`config.mk`:
```
export PLATFORM = sky130hd
export DESIGN_NAME = rx_fcs_check
export DESIGN_NICKNAME = d
export VERILOG_FILES = /design/src/rtl/rx_fcs_check.sv
export SDC_FILE = /design/constraint.sdc
export NUM_CORES = 1
export LEC_CHECK = 0
export BUFFER_PORTS_ARGS = -buffer_cell sky130_fd_sc_hd__buf_2
export CORE_MARGIN = 2
export CORE_UTILIZATION = 50
export DETAILED_ROUTE_END_ITERATION = 10
export PLACE_DENSITY = 0.82
export SYNTH_ARGS = -nofsm -noshare
export SYNTH_HDL_FRONTEND = slang
export SYNTH_SLANG_ARGS = --single-unit
```
`constraint.sdc`:
```
create_clock -name clock -period 3 [get_ports clock]
set_input_delay 0.3 -clock clock [delete_from_list [all_inputs] [get_ports clock]]
set_output_delay 0.3 -clock clock [all_outputs]
set_load 0.05 [all_outputs]
```
`src/rtl/rx_fcs_check.sv`:
```
// rx_fcs_check: counts PSDU bytes from the OFDM decoder against the SIG length,
// runs reflected CRC-32 over every byte (FCS included), forwards in-length bytes
// and reports the FCS verdict once the last byte has been accepted.
module rx_fcs_check #(
    parameter int LEN_W   = 16,
    parameter int MIN_LEN = 5
) (
    input  logic             clock,
    input  logic             reset_n,
    input  logic             enable,
    input  logic             start,
    input  logic [LEN_W-1:0] pkt_len,
    input  logic [7:0]       byte_in,
    input  logic             byte_in_strobe,
    output logic [7:0]       byte_out,
    output logic             byte_out_strobe,
    output logic [LEN_W-1:0] byte_count,
    output logic             busy,
    output logic             fcs_done,
    output logic             fcs_ok
);

    localparam logic [31:0] CRC_POLY    = 32'hEDB88320;
    localparam logic [31:0] CRC_INIT    = 32'hFFFFFFFF;
    localparam logic [31:0] CRC_RESIDUE = 32'hDEBB20E3;

    typedef enum logic [1:0] {
        IDLE = 2'd0,
        RECV = 2'd1,
        DONE = 2'd2
    } state_t;

    state_t           state_q, state_d;
    logic [31:0]      crc_q, crc_d;
    logic [LEN_W-1:0] count_q, count_d;
    logic [LEN_W-1:0] len_q, len_d;
    logic [7:0]       byte_out_q, byte_out_d;
    logic             byte_out_strobe_q, byte_out_strobe_d;
    logic             fcs_done_q, fcs_done_d;
    logic             fcs_ok_q, fcs_ok_d;
    logic [31:0]      crc_upd;

    // One byte of reflected CRC-32, bits consumed LSB first (first bit over the air).
    function automatic logic [31:0] crc32_byte(input logic [31:0] crc_in, input logic [7:0] data);
        logic [31:0] c;
        c = crc_in ^ {24'h000000, data};
        for (int i = 0; i < 8; i++) begin
            if (c[0]) begin
                c = (c >> 1) ^ CRC_POLY;
            end else begin
                c = c >> 1;
            end
        end
        return c;
    endfunction

    // CRC value the register would take if the current input byte were accepted.
    always_comb begin
        crc_upd = crc32_byte(crc_q, byte_in);
    end

    // Next-state logic: start always wins, strobes only count while receiving,
    // and a low enable freezes everything while killing the pulse outputs.
    always_comb begin
        state_d           = state_q;
        crc_d             = crc_q;
        count_d           = count_q;
        len_d             = len_q;
        byte_out_d        = byte_out_q;
        byte_out_strobe_d = 1'b0;
        fcs_done_d        = 1'b0;
        fcs_ok_d          = fcs_ok_q;

        if (enable) begin
            if (start) begin
                len_d    = pkt_len;
                count_d  = '0;
                crc_d    = CRC_INIT;
                fcs_ok_d = 1'b0;
                if (pkt_len >= LEN_W'(MIN_LEN)) begin
                    state_d = RECV;
                end else begin
                    state_d    = DONE;
                    fcs_done_d = 1'b1;
                end
            end else if (state_q == RECV && byte_in_strobe) begin
                crc_d             = crc_upd;
                count_d           = count_q + 1'b1;
                byte_out_d        = byte_in;
                byte_out_strobe_d = 1'b1;
                if (count_q + 1'b1 == len_q) begin
                    state_d    = DONE;
                    fcs_done_d = 1'b1;
                    fcs_ok_d   = (crc_upd == CRC_RESIDUE);
                end
            end
        end
    end

    // State and datapath registers with asynchronous active-low reset.
    always_ff @(posedge clock or negedge reset_n) begin
        if (!reset_n) begin
            state_q           <= IDLE;
            crc_q             <= CRC_INIT;
            count_q           <= '0;
            len_q             <= '0;
            byte_out_q        <= '0;
            byte_out_strobe_q <= 1'b0;
            fcs_done_q        <= 1'b0;
            fcs_ok_q          <= 1'b0;
        end else begin
            state_q           <= state_d;
            crc_q             <= crc_d;
            count_q           <= count_d;
            len_q             <= len_d;
            byte_out_q        <= byte_out_d;
            byte_out_strobe_q <= byte_out_strobe_d;
            fcs_done_q        <= fcs_done_d;
            fcs_ok_q          <= fcs_ok_d;
        end
    end

    assign byte_out        = byte_out_q;
    assign byte_out_strobe = byte_out_strobe_q;
    assign byte_count      = count_q;
    assign busy            = (state_q == RECV);
    assign fcs_done        = fcs_done_q;
    assign fcs_ok          = fcs_ok_q;

endmodule

```
==> results.cfg <==
[status]
outcome = completed

[timing]
drv_slew = 0
fmax_mhz = 353.8
tightest_slew_ns = 0.9616
finalCriticalPeriod_ns = 2.827
hold_violations = 0
fin_hold_ws_ns = 0.09166
skew_ns = 0.01041
slew_headroom_pct = 35.89
finalCritPeriodShare_pct = 94.22
finalSetupViolations = 0
rsz0062_at_grt = false
finalSetupTns_ns = 0

[layout]
mostFrequentLayoutCell = buf_2
finish.utilization_pct = 60.03
final_area_um2 = 5573
antenna_cells = 0
final_nets = 582
final_cell_mix = buf_2, xnor2_1, nand2_1
area_growth_pct = 15.69
drive_gt1_share_pct = 29.68

[clock_tree]
cts.path.max_buffers = 2
numCtsBuffers = 9
clkSinkCount = 77
cts-root-buf = clkbuf_8
cts_tree = done
cts-htree-levels = 3
clk_latency_ns = 0.36
path_clk_slew_ns = 0.09
ctsHoldBuffers = 0

[logic_synthesis]
synth_warnings = 0
syn-num-nets = 518
async_reset_ff_share_pct = 100.0
synth_cell_types = 65
synth_area_um2 = 4817
ys_seq_area_share_pct = 40.83
syn-mean-instance-area_um2 = 9.891
syn_inst = 487
ys.flop_type = dfrtp_1
ys_seq_elements = 77
synth-edff-count = 0

[detailed_routing]
wl_met3_um = 740
remaining_drc_errors = 0
avgRoutedWirePerCell_um = 17.41
firstDrtPassIters = 7
vias = 3908
via_per_inst = 5.705
wl_met2_mm = 5.543
wl_mm = 11.93
drtIter0Drc = 342
ant_nets = 0
wl_met1_mm = 5.422
top_layer = met4

[floorplanning]
start_util_pct = 51.89
fp.coreArea_um2 = 9284
placementRows = 35
fp.dieH_um = 102.2
die-area_um2 = 10440
die_w_um = 102.2
io_pins = 57

[worst_setup_path]
worst-path-max-fanout = 7
cp_top_family = XOR/XNOR gates
crit_chain = xor2_4 -> xnor3_2 -> or4bb_1 -> a222oi_1 -> o2111ai_1 -> nor4_2 -> mux2_1
crit_path_max_incr_delay_ns = 0.62
critPathRequiredTime_ns = 3.29
cp.arrival_ns = 3.12
crit_buf_inv = 0
start_kind = flop
end_kind = flop
cp_slowest_cell = dfstp_2
crit_type = reg -> reg

[global_route]
grt_use_total_pct = 24.53
grt_pass1_vias = 3791
grt_start_max_net_pins = 78
grt-ovfl-total = 0
antenna_found_initial = 0
grt_pass1_wl_mm = 19.42

[power_and_ir_drop]
ir_worst_vdd_v = 0.0004402
p_leak_uw = 0.002378
powerDensity_nw_per_um2 = 791.1

[min_path]
hp-class = in -> async

[job]
drv_cap = 0

[placement]
post_dp_cell_area_um2 = 5349
dp_hpwl_mm = 8.611
gp_congestion = 0.8984
io_buffers = 56
layout make-up:
type                            instances  area [um2]
Tap cell                              129       161.4
Clock inverter                          7       75.07
Fill cell                             814        3711
Inverter                                6       22.52
Multi-Input combinational cell        379        2761
Clock buffer                            9       123.9
Sequential cell                        77        1968
Timing Repair Buffer                   78       460.4
repair_timing:
item	in CTS	in global routing
endpoints found under the hold margin	0	0
setup buffers	0	0
endpoints found under the setup margin	0	1
gates resized for setup	0	5
state kept, by name, indices dropped and copies added (netlist names):
signal	flops
crc_q	32
byte_count	16
len_q	16
byte_out	8
state_q	2
byte_out_strobe	1
fcs_done	1
fcs_ok	1
metal layers:
metal,vias to the layer above,track usage (%)
li1,1844,-
met1,1884,36.05
met2,159,36.49
met3,21,4.446
met4,0,9.128
met5,-,0
power breakdown:
group	internal [uW]	switching, uW	total [uW]
sequential	1290	169	1460
clock	388	402	790
combinational	1030	1130	2160
total	2710	1700	4410
cells in the mapped netlist, types with 6 or more instances:
| cell | instances | area share, % |
|---|---|---|
| nand2_1 | 54 | 4.2 |
| xnor2_1 | 54 | 9.8 |
| dfrtp_1 | 45 | 23 |
| nor2_1 | 43 | 3.4 |
| a21oi_1 | 36 | 3.7 |
| dfstp_2 | 32 | 17 |
| o21ai_0 | 26 | 2.7 |
| clkbuf_1 | 20 | 1.6 |
| xor2_1 | 18 | 3.3 |
| mux2_2 | 16 | 3.7 |
| nand3_1 | 14 | 1.5 |
| xnor3_1 | 9 | 4.2 |
| nor4_1 | 7 | 0.91 |
| nand3b_1 | 6 | 0.93 |
| nand4_1 | 6 | 0.78 |
| nor3_1 | 6 | 0.62 |
| o31ai_1 | 6 | 0.93 |
cells by family (layout without fill, tap and decap cells):
kind of cell | after synthesis | count (layout) | synth area share (%)
adder cells (fa/ha/maj) | 2 | 2 | 0.5194
multiplexers | 21 | 21 | 4.805
AND/OR/NAND/NOR | 168 | 168 | 17.27
XOR/XNOR | 90 | 90 | 21.48
buffers and inverters | 31 | 100 | 2.493
AO/OA/AOI/OAI | 98 | 98 | 12.60
flip-flops | 77 | 77 | 40.83
metrics by stage:
step                      power (uW)  cells  worst slack (ns)
after floorplan                 3044    487           0.03955
after global placement          3534    669            0.3151
after detailed placement        3592    669            0.1778
after CTS                       4401    685            0.1135
after global routing            4662    685          0.005191
final                           4409    685            0.1735
final timing paths:
path                             startpoint        endpoint  slack (ns)  cells after the start
worst max-delay path               crc_q[0]          fcs_ok        0.17                      7
worst min-delay path                reset_n  byte_count[14]        0.09                      1
worst max register to register     crc_q[0]          fcs_ok        0.17                      7
worst min register to register  byte_out[6]     byte_out[6]        0.48                      2
max in group asynchronous           reset_n   byte_count[0]        2.24                      1
min in group clock               byte_in[2]     byte_out[2]        0.18                      3
(Power assumes the default switching activity.)
